--- src/rtl/mem_pkg.sv ---
// Shared definitions for the memory request queue: FSM state encoding and
// default geometry (queue depth, address width, data width).
// Latency: n/a (package). Backpressure: n/a.
package mem_pkg;

    // Controller-side sequencing states.
    typedef enum logic [1:0] {
        ST_IDLE    = 2'd0,  // queue empty, nothing presented
        ST_PRESENT = 2'd1,  // head request driven on rden/wren
        ST_WAIT_RD = 2'd2   // read granted, capturing Dq
    } memq_state_t;

    localparam int MEMQ_DEPTH = 4;
    localparam int MEMQ_AW    = 8;
    localparam int MEMQ_DW    = 8;

    // Ceiling of the stall statistics counter.
    localparam logic [15:0] MEMQ_STALL_MAX = 16'hFFFF;

endpackage

--- src/rtl/memq_fifo.sv ---
// Request storage: circular buffer with extra-MSB pointers for full/empty.
// Latency: push visible at head the cycle after the write; pop advances the head at the edge.
// Backpressure: o_full blocks pushes internally; pops on empty are ignored.
// Ports: i_clk/i_rst_n clock and async active-low reset; i_push/i_dat write side;
//        i_pop advance head; o_head_dat current head, o_next_dat entry behind it;
//        o_full/o_empty/o_count occupancy.
module memq_fifo
    import mem_pkg::*;
#(
    parameter int DEPTH = MEMQ_DEPTH,
    parameter int W     = 1 + MEMQ_AW + MEMQ_DW
) (
    input  logic                     i_clk,
    input  logic                     i_rst_n,
    input  logic                     i_push,
    input  logic [W-1:0]             i_dat,
    input  logic                     i_pop,
    output logic [W-1:0]             o_head_dat,
    output logic [W-1:0]             o_next_dat,
    output logic                     o_full,
    output logic                     o_empty,
    output logic [$clog2(DEPTH):0]   o_count
);
    localparam int PW = $clog2(DEPTH);

    logic [W-1:0]  r_mem [DEPTH];
    logic [PW:0]   r_wr_ptr;
    logic [PW:0]   r_rd_ptr;
    logic [PW-1:0] w_rd_idx;
    logic [PW-1:0] w_rd_idx_nxt;
    logic          w_do_push;
    logic          w_do_pop;

    // Same index with differing wrap bits means the writer lapped the reader.
    assign o_empty = (r_wr_ptr == r_rd_ptr);
    assign o_full  = (r_wr_ptr[PW] != r_rd_ptr[PW]) &&
                     (r_wr_ptr[PW-1:0] == r_rd_ptr[PW-1:0]);
    assign o_count = r_wr_ptr - r_rd_ptr;

    assign w_do_push = i_push && !o_full;
    assign w_do_pop  = i_pop && !o_empty;

    assign w_rd_idx     = r_rd_ptr[PW-1:0];
    assign w_rd_idx_nxt = w_rd_idx + PW'(1);

    assign o_head_dat = r_mem[w_rd_idx];
    // Lets the controller present the following entry in the same edge it pops.
    assign o_next_dat = r_mem[w_rd_idx_nxt];

    always_ff @(posedge i_clk or negedge i_rst_n) begin
        if (!i_rst_n) begin
            r_wr_ptr <= '0;
            r_rd_ptr <= '0;
        end else begin
            if (w_do_push) r_wr_ptr <= r_wr_ptr + (PW+1)'(1);
            if (w_do_pop)  r_rd_ptr <= r_rd_ptr + (PW+1)'(1);
        end
    end

    // Storage needs no reset: contents are only observed through valid pointers.
    always_ff @(posedge i_clk) begin
        if (w_do_push) r_mem[r_wr_ptr[PW-1:0]] <= i_dat;
    end

endmodule

--- src/rtl/mem_req_queue.sv ---
// Core-to-memory request queue: buffers read/write requests and presents them in
// order to a controller that grants with a one-cycle acq pulse; returns read data.
// Latency: accepted request presented next cycle at the earliest; read response
// 2 cycles after acq. Backpressure: req_ready low while full (even if popping).
// Ports: CLK, rst_n (async active-low); req_* core request side with req_ready;
//        rden/wren/Address/Din head presentation, acq grant, Dq read data;
//        rsp_valid/rsp_data read response; busy; stall_cnt statistics.
// Optional feature: define MEMQ_STATS_EN to count PRESENT cycles without acq.
module mem_req_queue
    import mem_pkg::*;
#(
    parameter int DEPTH = MEMQ_DEPTH,
    parameter int AW    = MEMQ_AW,
    parameter int DW    = MEMQ_DW
) (
    input  logic          CLK,
    input  logic          rst_n,
    input  logic          req_valid,
    input  logic          req_we,
    input  logic [AW-1:0] req_addr,
    input  logic [DW-1:0] req_wdata,
    output logic          req_ready,
    output logic          rden,
    output logic          wren,
    output logic [AW-1:0] Address,
    output logic [DW-1:0] Din,
    input  logic          acq,
    input  logic [DW-1:0] Dq,
    output logic          rsp_valid,
    output logic [DW-1:0] rsp_data,
    output logic          busy,
    output logic [15:0]   stall_cnt
);
    localparam int EW = 1 + AW + DW;          // {we, addr, wdata}
    localparam int CW = $clog2(DEPTH) + 1;

    memq_state_t   r_state;
    logic          r_rden;
    logic          r_wren;
    logic [AW-1:0] r_addr;
    logic [DW-1:0] r_din;
    logic          r_rsp_valid;
    logic [DW-1:0] r_rsp_data;
    logic          r_busy;

    logic          w_full;
    logic          w_empty;
    logic [CW-1:0] w_count;
    logic [CW-1:0] w_cnt_after;
    logic [EW-1:0] w_req_dat;
    logic [EW-1:0] w_head_dat;
    logic [EW-1:0] w_next_dat;
    logic [EW-1:0] w_nxt_head;
    logic          w_push;
    logic          w_pop;
    logic          w_have_next;
    logic          w_head_we;

    assign w_req_dat = {req_we, req_addr, req_wdata};
    assign req_ready = !w_full;
    assign w_push    = req_valid && !w_full;
    // acq is only meaningful while a head is presented.
    assign w_pop     = (r_state == ST_PRESENT) && acq;
    assign w_head_we = w_head_dat[EW-1];

    memq_fifo #(
        .DEPTH (DEPTH),
        .W     (EW)
    ) u_fifo (
        .i_clk      (CLK),
        .i_rst_n    (rst_n),
        .i_push     (w_push),
        .i_dat      (w_req_dat),
        .i_pop      (w_pop),
        .o_head_dat (w_head_dat),
        .o_next_dat (w_next_dat),
        .o_full     (w_full),
        .o_empty    (w_empty),
        .o_count    (w_count)
    );

    // Occupancy after this edge, including a same-cycle push.
    assign w_cnt_after = w_count - CW'(w_pop) + CW'(w_push);
    assign w_have_next = (w_cnt_after != '0);

    // Entry that will be at the head after this edge. When the queue drains to
    // empty while a push lands, the head is the incoming request itself.
    always_comb begin
        w_nxt_head = w_req_dat;
        if (w_pop) begin
            if (w_count > CW'(1)) w_nxt_head = w_next_dat;
        end else if (!w_empty) begin
            w_nxt_head = w_head_dat;
        end
    end

    always_ff @(posedge CLK or negedge rst_n) begin
        if (!rst_n) begin
            r_state     <= ST_IDLE;
            r_rden      <= 1'b0;
            r_wren      <= 1'b0;
            r_addr      <= '0;
            r_din       <= '0;
            r_rsp_valid <= 1'b0;
            r_rsp_data  <= '0;
            r_busy      <= 1'b0;
        end else begin
            r_rsp_valid <= 1'b0;
            case (r_state)
                ST_IDLE: begin
                    if (w_have_next) begin
                        r_state <= ST_PRESENT;
                        r_wren  <= w_nxt_head[EW-1];
                        r_rden  <= ~w_nxt_head[EW-1];
                        r_addr  <= w_nxt_head[DW +: AW];
                        r_din   <= w_nxt_head[DW-1:0];
                        r_busy  <= 1'b1;
                    end
                end
                ST_PRESENT: begin
                    if (acq) begin
                        if (!w_head_we) begin
                            r_state <= ST_WAIT_RD;
                            r_rden  <= 1'b0;
                            r_wren  <= 1'b0;
                            r_busy  <= 1'b1;
                        end else if (w_have_next) begin
                            r_wren  <= w_nxt_head[EW-1];
                            r_rden  <= ~w_nxt_head[EW-1];
                            r_addr  <= w_nxt_head[DW +: AW];
                            r_din   <= w_nxt_head[DW-1:0];
                            r_busy  <= 1'b1;
                        end else begin
                            r_state <= ST_IDLE;
                            r_rden  <= 1'b0;
                            r_wren  <= 1'b0;
                            r_busy  <= 1'b0;
                        end
                    end
                end
                ST_WAIT_RD: begin
                    r_rsp_data  <= Dq;
                    r_rsp_valid <= 1'b1;
                    if (w_have_next) begin
                        r_state <= ST_PRESENT;
                        r_wren  <= w_nxt_head[EW-1];
                        r_rden  <= ~w_nxt_head[EW-1];
                        r_addr  <= w_nxt_head[DW +: AW];
                        r_din   <= w_nxt_head[DW-1:0];
                        r_busy  <= 1'b1;
                    end else begin
                        r_state <= ST_IDLE;
                        r_busy  <= 1'b0;
                    end
                end
                default: begin
                    r_state <= ST_IDLE;
                    r_rden  <= 1'b0;
                    r_wren  <= 1'b0;
                    r_busy  <= 1'b0;
                end
            endcase
        end
    end

    assign rden      = r_rden;
    assign wren      = r_wren;
    assign Address   = r_addr;
    assign Din       = r_din;
    assign rsp_valid = r_rsp_valid;
    assign rsp_data  = r_rsp_data;
    assign busy      = r_busy;

`ifdef MEMQ_STATS_EN
    logic [15:0] r_stall_cnt;

    // Cycles the controller leaves a presented head ungranted; saturates.
    always_ff @(posedge CLK or negedge rst_n) begin
        if (!rst_n) begin
            r_stall_cnt <= 16'h0000;
        end else if ((r_state == ST_PRESENT) && !acq &&
                     (r_stall_cnt != MEMQ_STALL_MAX)) begin
            r_stall_cnt <= r_stall_cnt + 16'd1;
        end
    end

    assign stall_cnt = r_stall_cnt;
`else
    assign stall_cnt = 16'h0000;
`endif

endmodule

--- config.mk ---
export PLATFORM = sky130hd
export DESIGN_NAME = mem_req_queue
export DESIGN_NICKNAME = d
export VERILOG_FILES = /design/src/rtl/mem_pkg.sv /design/src/rtl/memq_fifo.sv /design/src/rtl/mem_req_queue.sv
export SDC_FILE = /design/constraint.sdc
export NUM_CORES = 1
export LEC_CHECK = 0
export CORE_MARGIN = 1
export CORE_UTILIZATION = 50
export DETAILED_ROUTE_END_ITERATION = 8
export GPL_TIMING_DRIVEN = 0
export HOLD_SLACK_MARGIN = 0.03
export PLACE_DENSITY_LB_ADDON = 0.12
export REMOVE_ABC_BUFFERS = 1
export SYNTH_ARGS = -nofsm -noshare
export SYNTH_HDL_FRONTEND = slang
export SYNTH_SLANG_ARGS = --single-unit
--- constraint.sdc ---
create_clock -name CLK -period 4.8 [get_ports CLK]
set_input_delay 0.96 -clock CLK [delete_from_list [all_inputs] [get_ports CLK]]
set_output_delay 0.96 -clock CLK [all_outputs]
set_load 0.005 [all_outputs]
---- Word level (Yosys, flattened, before mapping) ----
Memories as Yosys holds them, arrays and structs flattened.
Cells that the tools add are included.
operators by class
  multipliers ............................. 0
  bitwise logic cells ..................... 1
  reduce and logical (&&, ||, !) cells .... 15
  $lt $le $gt $ge ......................... 1
  muxes and demuxes ....................... 35
  eq/ne operators ......................... 10
  shift operators ......................... 0
  $add $sub $neg .......................... 6
  div/mod/pow operators ................... 0
operator list
  kind                                                                              count
  17-bit 2-to-1 mux                                                                 3
  8-bit 2-to-1 mux                                                                  6
  8-bit one-hot mux with 2 select lines                                             2
  1-bit 2-to-1 mux                                                                  16
  2-bit 2-to-1 mux                                                                  4
  3-bit by 1-bit adder with 3-bit output (second input constant)                    2
  2-bit != test (second input constant)                                             3
  2-bit one-hot mux with 3 select lines                                             1
  3-bit AND reduction                                                               2
  1-bit logical AND                                                                 5
  1-bit one-hot mux with 2 select lines                                             2
  2-bit AND reduction                                                               2
  3-bit by 1-bit adder with 3-bit output                                            1
  3-bit == test                                                                     1
  3-bit by 1-bit greater-than comparator with 1-bit output (second input constant)  1
  3-bit != test (second input constant)                                             1
  1-bit one-hot mux with 3 select lines                                             1
  3-bit nonzero test                                                                1
  3-bit by 1-bit subtractor with 3-bit output                                       1
  3-bit subtractor                                                                  1
  2-bit by 1-bit adder with 2-bit output (second input constant)                    1
  2-bit by 1-bit == test with 1-bit output (second input constant)                  1
  2-bit == test                                                                     1
  2-bit == test (second input constant)                                             1
  7 further kinds                                                                   8
storage, ports and cells
  register bits after elaboration ......... 36
  ROM bits ................................ 0
  output and inout bits ................... 45
  word-level logic and storage cells ...... 79
  RAM bits ................................ 68
  memories ................................ 1
  bits of input ports ..................... 29
  latch bits .............................. 0
memories
  memory        words  width  read ports  clocked after memory_dff  write ports  line             source
  u_fifo.r_mem  4      17     2           0                         1            memq_fifo.sv:26  logic [W-1:0] r_mem [DEPTH];

---- Depth between registers and ports, before layout ----
Gate-level depths: netlist of run 1.
  depth after elaboration ................. 10
  depth in mapped cells ................... 17
  mapped depth without buffers ............ 14

---- Hierarchy ----
Synthesis of run 1 repeated with hierarchy kept, for this count alone.
unflattened totals
  cells, all modules ...................... 329
  area total of the unflattened synthesis .. 5029.8 um^2
by module, submodules not included
  module         instances  area each (um^2)  cells an instance  sequential area each (um^2)
  memq_fifo      1          3329.4            155                2192.1
  mem_req_queue  1          1700.4            174                750.7

---- Worst setup path before layout of run 1 ----
OpenSTA, ideal clock, no wires.
  path kind ............................... register -> register
  start ................................... register u_fifo.r_rd_ptr[1]
  end ..................................... register r_addr[0] (netlist: Address[0])
  required time ........................... 4668 ps
  stages on the path, launching flop included .. 17
  buffers on the path ..................... 3
  setup slack ............................. 1013 ps
  clock period less this slack ............ 3787 ps
  arrival ................................. 3655 ps
  library setup time ...................... 132 ps
  cell sequence ........................... dfrtp_1 -> clkbuf_1 -> buf_1 -> inv_1 -> ha_1 -> nand3_1 -> and2_1 -> inv_1 -> ha_1 -> inv_1 -> ha_1 -> fa_1 -> xnor2_1 -> nor3_1 -> a21o_1 -> clkbuf_1 -> o21ai_1
between the ends
  cells in the longest elaborated chain, start to end .. 10
  elaborated cells on any way between the ends .. 21
  those cells by class .................... 4 x add/sub; 1 x order compare; 3 x eq/ne; 7 x mux; 5 x reduce/logical; 1 x memory
ends and longest elaborated chain
  what                                        line                                                              source
  from (decl)                                 memq_fifo.sv:28                                                   logic [PW:0] r_rd_ptr;
  from (signal assigned)                      memq_fifo.sv:56                                                   if (w_do_pop) r_rd_ptr <= r_rd_ptr + (PW+1)'(1);
  2-bit == test (*)                           memq_fifo.sv:37                                                   (r_wr_ptr[PW-1:0] == r_rd_ptr[PW-1:0]);
  1-bit logical AND (*)                       memq_fifo.sv:36                                                   assign o_full = (r_wr_ptr[PW] != r_rd_ptr[PW]) &&
  1-bit logical NOT (*)                       --
  named net req_ready                         mem_req_queue.sv:22                                               output logic req_ready,
  1-bit logical AND (*)                       mem_req_queue.sv:61                                               assign w_push = req_valid && !w_full;
  3-bit by 1-bit adder with 3-bit output (*)  mem_req_queue.sv:83                                               assign w_cnt_after = w_count - CW'(w_pop) + CW'(w_push);
  3-bit nonzero test (*)                      mem_req_queue.sv:84                                               assign w_have_next = (w_cnt_after != '0);
  8-bit 2-to-1 mux (*)                        mem_req_queue.sv:111, mem_req_queue.sv:127, mem_req_queue.sv:144
  8-bit 2-to-1 mux                            mem_req_queue.sv:122                                              if (!w_head_we) begin
  8-bit 2-to-1 mux                            mem_req_queue.sv:121                                              if (acq) begin
  8-bit one-hot mux with 2 select lines (*)   mem_req_queue.sv:109                                              case (r_state)
  to (signal assigned)                        mem_req_queue.sv:115                                              r_addr <= w_nxt_head[DW +: AW];
  to (signal assigned)                        mem_req_queue.sv:130                                              r_addr <= w_nxt_head[DW +: AW];
  to (signal assigned)                        mem_req_queue.sv:148                                              r_addr <= w_nxt_head[DW +: AW];
  to (decl)                                   mem_req_queue.sv:40                                               logic [AW-1:0] r_addr;
The timed path passes the listed nets; every way through them passes the cells marked *. The select of a mux whose other input is x is not followed.
A chain may end at the register's enable or synchronous reset.

---- Worst setup path in the final report of run 1 ----
  start ................................... input port acq
  end ..................................... register r_rden (netlist: rden)
between the ends
  cells in the longest elaborated chain, start to end .. 8
  elaborated cells on any way between the ends .. 14
  those cells by class .................... 2 x add/sub; 2 x eq/ne; 6 x mux; 1 x bitwise; 3 x reduce/logical
ends and longest elaborated chain
  what                                         line                  source
  from (decl)                                  mem_req_queue.sv:27   input logic acq,
  1-bit logical AND                            mem_req_queue.sv:63   assign w_pop = (r_state == ST_PRESENT) && acq;
  3-bit by 1-bit subtractor with 3-bit output  mem_req_queue.sv:83
  3-bit by 1-bit adder with 3-bit output       mem_req_queue.sv:83
  3-bit nonzero test                           mem_req_queue.sv:84
  1-bit 2-to-1 mux                             mem_req_queue.sv:127  end else if (w_have_next) begin
  1-bit 2-to-1 mux                             mem_req_queue.sv:122
  1-bit 2-to-1 mux                             mem_req_queue.sv:121
  1-bit one-hot mux with 2 select lines        mem_req_queue.sv:109
  to (signal assigned)                         mem_req_queue.sv:114  r_rden <= ~w_nxt_head[EW-1];
  to (signal assigned)                         mem_req_queue.sv:129  r_rden <= ~w_nxt_head[EW-1];
  to (signal assigned)                         mem_req_queue.sv:147  r_rden <= ~w_nxt_head[EW-1];
  to (decl)                                    mem_req_queue.sv:38   logic r_rden;
Parallel ways exist; a longest one is shown, timed or not. The select of a mux whose other input is x is not followed.

==> results.sh, run 1 <==
export IMPL_outcome="finished, final reports clean"
export IMPL_die_h_um=104
export IMPL_row_count=36
export IMPL_grt_pass1_wl_mm=15.6
export IMPL_initial_core_util_pct=52.1
export IMPL_synth_distinct_cells=41
export IMPL_drt_pass1_iterations=4
export IMPL_final_hold_violation_count=0
export IMPL_cts_buffers=9
export IMPL_start_kind="primary input"
export IMPL_fin_cells=538
export IMPL_final_fill_count=782
export IMPL_antenna_found_initial=0
export IMPL_synth_area_leaders="edfxtp_1 (40%), dfrtp_1 (17%), mux4_2 (15%)"
export IMPL_peakVddDrop_v=0.000476
export IMPL_core_um2=9910
export IMPL_arrival_ps=4540
export IMPL_synth_area_per_cell_um2=14.7
export IMPL_ys_dominant_reg_cell="edfxtp_1"
export IMPL_gp_congestion=0.729
export IMPL_fin_skew_ps=11.0
export IMPL_synthArstFlopShare_pct=34.6
export IMPL_dieArea_um2=10700
export IMPL_drc=0
export IMPL_drt_iter0_drc=114
export IMPL_worst_setup_path_end_kind="flip-flop"
export IMPL_post_route_period_util_pct=89.2
export IMPL_synth_edf_count=68
export IMPL_drtAntennaViolNets=0
export IMPL_rsz0062_at_grt="no"
export IMPL_p_leak_uw=0.00226
export IMPL_place_inst=522
export IMPL_root_buffer="clkbuf_8"
export IMPL_cts_sinks=104
export IMPL_tightest_slew_ps=1190
export IMPL_htreeDepth=3
export IMPL_setup_tns_final_ps=0
export IMPL_r2r_slack_ps=540
export IMPL_clockBufferDepth=2
export IMPL_hp_class="flip-flop to flip-flop"
export IMPL_diodes=0
export IMPL_avgViaCountPerCell=5.60
export IMPL_grt_use_total_pct=19.2
export IMPL_p_per_area_nw_per_um2=810
export IMPL_synth_seq_area_share_pct=57.0
export IMPL_setup_violations=0
export IMPL_nets=442
export IMPL_wl_mm=9.65
export IMPL_syn_area_um2=5160
export IMPL_crit_type="primary input to flip-flop"
export IMPL_slew_viol_final=0
export IMPL_yosys_warnings=0
export IMPL_crit_fanout=35
export IMPL_yosysTopAreaCellShare_pct=39.6
export IMPL_drive_above_1_share_pct=16.3
export IMPL_synth_seq_cells=104
export IMPL_grt_ovfl_total=0
export IMPL_cts_tree="yes"
export IMPL_maxCapViolCount=0
export IMPL_dieWidth_um=104
export IMPL_grt_max_degree=37
export IMPL_synth_cells=352
export IMPL_dp_hpwl_mm=5.99
export IMPL_min_period_ps=4280
export IMPL_post_drt_wl_per_cell_um=17.9
export IMPL_io_buffers=57
export IMPL_total_power_uw=4830
export IMPL_clk_latency_ps=350
export IMPL_hold_buffers=0
export IMPL_fmax_mhz=234
export IMPL_area_growth_pct=15.6
export IMPL_vias=3015
export IMPL_critical_path_required_ps=5060
export IMPL_yosys_area_top_type="edfxtp_1"
export IMPL_clkTransAtPathRegs_ps=100
export IMPL_relSlewSlack_pct=20.8
export IMPL_pin_count=74
export IMPL_grt_pass1_vias=3000
area by class of cell:
class                      instances  area [µm²]  share of cell area (%)
multi-input combinational        217        2010                    33.7
inverter                           9        35.0                   0.587
sequential                       104        2940                    49.4
clock inverter                     6        83.8                    1.41
tap                              133         166                    2.79
clock buffer                      10         128                    2.14
timing repair buffer              59         597                    10.0
worst max-delay path, cell delays in order:
cell and delay [ps]:
clkdlybuf4s50_1 520, nand3b_2 200, clkinv_2 430, ha_1 480, inv_1 40, ha_1 180, fa_1 370, xnor2_1 140
nor3_1 360, a21o_2 590, a21oi_1 90, a21o_1 180
metrics by stage:
step	area, µm²	setup slack, ps	hold slack, ps	util [%]
after floorplan	4990	473	474	-
after global placement	5720	-681	468	57.8
after detailed placement	5750	-767	472	58.0
after CTS	5960	490	497	60.2
after global routing	5960	174	509	60.2
final	5960	518	489	60.2
registers in the layout, summed over array words and instances, names as in the netlist:
name             count
u_fifo.r_wr_ptr      3
busy                 1
rden                 1
u_fifo.r_rd_ptr      3
rsp_valid            1
Address              8
wren                 1
r_state              2
rsp_data             8
u_fifo.r_mem        68
Din                  8
path summary, 6_finish.rpt:
check | start | to | cells past startpoint
setup / recovery | acq | rden | 12
setup reg to reg | u_fifo.r_rd_ptr[1] | rden | 14
hold / removal | rden | rden | 1
min in group asynchronous | rst_n | r_state[0] | 1
max in group asynchronous | rst_n | u_fifo.r_rd_ptr[0] | 1
hold reg to reg | rden | rden | 1
where the power goes:
| part | leakage [µW] | switching, µW | internal [µW] |
|---|---|---|---|
| Combinational | 0.00111 | 1370 | 1410 |
| Clock | 0.0000999 | 280 | 291 |
| Sequential | 0.00106 | 202 | 1280 |
what timing repair did:
action,4_1_cts,5_1_grt
gates resized for setup,2,0
endpoints found under the setup margin,18,0
buffers inserted,0,0
synthesized netlist by cell type, types with 4 or more instances:
| library cell | number |
|---|---|
| clkbuf_1 | 9 |
| dfrtp_1 | 36 |
| o21ai_1 | 18 |
| mux2_2 | 9 |
| xnor2_1 | 4 |
| and3_1 | 4 |
| nand2_1 | 37 |
| mux2i_1 | 17 |
| nor2_1 | 4 |
| edfxtp_1 | 68 |
| ha_1 | 11 |
| a22o_1 | 16 |
| a21oi_1 | 18 |
| mux4_2 | 34 |
| buf_4 | 16 |
| buf_2 | 7 |
| inv_1 | 8 |
per-layer routing:
layer | wire length (µm) | vias up | global-route usage (%)
li1 | - | 1401 | -
met1 | 4130 | 1518 | 24.3
met2 | 4970 | 90 | 33.5
met3 | 476 | 6 | 4.66
met4 | 66 | 0 | 3.93
met5 | 0 | - | 0
placed cells by master (no fill, tap or decap), types with 2 or more instances in the layout:
cell	count
fa_1	2
mux2i_1	17
clkinv_2	2
clkinvlp_4	2
mux4_2	34
o21ai_0	2
nor2b_1	2
conb_1	16
a22o_1	16
edfxtp_1	68
xor2_1	2
nor3_1	2
mux2_2	9
and3_1	4
nand3_1	3
ha_1	11
xnor2_1	4
nor2_1	4
bufinv_16	2
nand2_1	37
dfrtp_1	35
nand2b_1	2
o21ai_1	18
o22ai_1	2
inv_1	8
a21oi_1	18
clkbuf_8	9
clkdlybuf4s50_1	56
logic make-up after synthesis:
logic type,after synthesis,share of synthesized area [%]
other,1,0.0727
and+or+nand+nor,59,5.16
adders and majority gates,13,3.44
muxes,60,20.1
xor gates and xnor gates,7,1.48
AOI/OAI and AO/OA,62,7.59
DFF,104,57.0
buffers and inverters,46,5.14
No activity file was read; power rests on OpenSTA's default activity.
==> run 2, diff against run 1 <==
CTS_BUF_LIST = sky130_fd_sc_hd__clkbuf_8   (was default)
==> run 2 against run 1 <==
  * Setup slack got worse by 3.3 ps
  * Via count hardly changed
  * Die area unchanged
  * Register-to-register slack is essentially flat
  * Final cell count did not move
  * Maximum frequency barely moved
  * Sequential share of layout area unchanged
  * First-iteration DRC count unchanged
  * Highest routed layer unchanged
  * Utilization unchanged
  * Count of clock-buffer cells in the layout down 1
  * Clock skew down 0.74 ps
  * Critical path depth stayed put
==> results.sh, run 2 (synthesis results as in run 1) <==
export IMPL_vias=3012
export IMPL_slew_viol_final=0
export IMPL_avgViaCountPerCell=5.60
export IMPL_dieArea_um2=10700
export IMPL_gp_congestion=0.729
export IMPL_seqCellArea_um2=2940
export IMPL_cp_common_cell="ha_1"
export IMPL_antenna_found_initial=0
export IMPL_initial_core_util_pct=52.1
export IMPL_grt_ovfl_total=0
export IMPL_fmax_mhz=233
export IMPL_drive_above_1_share_pct=16.3
export IMPL_setup_violations=0
export IMPL_io_buffers=57
export IMPL_outcome="finished, final reports clean"
export IMPL_cts_sinks=104
export IMPL_fin_skew_ps=10.3
export IMPL_worst_setup_path_end_kind="flip-flop"
export IMPL_arrival_ps=4540
export IMPL_holdWs_ps=489
export IMPL_grt_pass1_wl_mm=15.6
export IMPL_setup_tns_final_ps=0
export IMPL_cts_setup_buffers=0
export IMPL_crit_chain="clkdlybuf4s50_1 -> nand3b_2 -> clkinv_2 -> ha_1 -> inv_1 -> ha_1 -> fa_1 -> xnor2_1 -> nor3_1 -> a21o_2 -> a21oi_1 -> a21o_1"
export IMPL_cts_buffers=9
export IMPL_rsz0062_at_grt="no"
export IMPL_drtAntennaViolNets=0
export IMPL_nets=442
export IMPL_crit_type="primary input to flip-flop"
export IMPL_final_hold_violation_count=0
export IMPL_slowest_stage="a21o_2"
export IMPL_core_um2=9910
export IMPL_maxCapViolCount=0
export IMPL_p_per_area_nw_per_um2=809
export IMPL_largest_register_ffs=68
export IMPL_peakVddDrop_v=0.000476
export IMPL_crit_fanout=35
export IMPL_final_area_um2=5960
export IMPL_drc=0
export IMPL_cp_slowest_stage_delay_ps=590
export IMPL_die_h_um=104
export IMPL_grt_max_degree=37
export IMPL_grt_pass1_vias=3000
export IMPL_final_common_cell="edfxtp_1"
export IMPL_tightest_slew_ps=1180
export IMPL_dp_hpwl_mm=5.99
export IMPL_multi_input_area_um2=2010
export IMPL_wl_mm=9.63
export IMPL_post_dp_cell_area_um2=5750
export IMPL_critical_path_required_ps=5060
export IMPL_clkTransAtPathRegs_ps=90
export IMPL_post_drt_wl_per_cell_um=17.9
export IMPL_cts_tree="yes"
export IMPL_mostFrequentLayoutCells="edfxtp_1 (68), clkdlybuf4s50_1 (56), nand2_1 (37)"
export IMPL_htreeDepth=3
export IMPL_place_ws_ps=-767
export IMPL_finalWorstSetupSlack_ps=515
export IMPL_dieWidth_um=104
export IMPL_start_kind="primary input"
export IMPL_grt_use_total_pct=19.2
export IMPL_root_buffer="clkbuf_8"
export IMPL_min_period_ps=4290
export IMPL_area_growth_pct=15.6
export IMPL_row_count=36
export IMPL_p_leak_uw=0.00227
export IMPL_post_route_period_util_pct=89.3
export IMPL_drt_pass1_iterations=4
export IMPL_hp_class="flip-flop to flip-flop"
export IMPL_clk_latency_ps=350
export IMPL_drt_iter0_drc=114
export IMPL_final_core_util_pct=60.2
export IMPL_relSlewSlack_pct=21.1
export IMPL_clockBufferDepth=2
export IMPL_diodes=0
export IMPL_final_fill_count=782
export IMPL_pin_count=74
## run 2: cell count changes in the layout (fill, tap and decap cells not counted), sizes merged
cell | previous run | this run
clkbuf | 10 | 9
inv | 8 | 9
## run 2: through the flow
stage,instances,power [µW]
4_1_cts,538,4900
2_1_floorplan,330,3480
3_3_place_gp,520,4220
3_5_place_dp,522,4330
5_1_grt,538,5200
6_report,538,4830
## run 2: report_power, final
part,internal [µW],switching (µW)
combinational,1410,1370
sequential,1280,202
clock,289,280
total,2980,1850
## run 2: what timing repair did
item                                   4_1_cts  5_1_grt
endpoints found under the hold margin        0        0
resized for setup                            2        0
setup endpoints to repair                   18        0
hold buffers                                 0        0
## run 2: metal layers
| metal | up-vias | global-route usage [%] | share of wire [%] |
|---|---|---|---|
| li1 | 1401 | - | - |
| met1 | 1514 | 24.3 | 43 |
| met2 | 91 | 33.5 | 52 |
| met3 | 6 | 4.66 | 4.4 |
| met4 | 0 | 3.93 | 0.67 |
| met5 | - | 0 | 0 |
## run 2: layout make-up
cell class,instances,area share (%)
multi-input combinational,217,33.7
clock buffer,9,2.08
timing repair buffer,59,10.0
tap,133,2.79
inverter,9,0.587
clock inverter,7,1.47
sequential,104,49.4
## run 2: worst paths after layout
check                                     end          startpoint  slack [ps]  cells after the start
max                                      rden                 acq         510                     12
min                                      rden                rden         490                      1
max reg2reg                              rden  u_fifo.r_rd_ptr[1]         530                     14
min reg2reg                              rden                rden         490                      1
max in group asynchronous  u_fifo.r_rd_ptr[0]               rst_n        3500                      1
min in group asynchronous          r_state[0]               rst_n         710                      1
## run 2: critical path: cells and delay by family
family | cells | cell delay, ps
buffers and inverters | 3 | 990
AOI/OAI and AO/OA | 3 | 860
and+or+nand+nor | 2 | 560
xor gates and xnor gates | 1 | 140
adders and majority gates | 3 | 1030
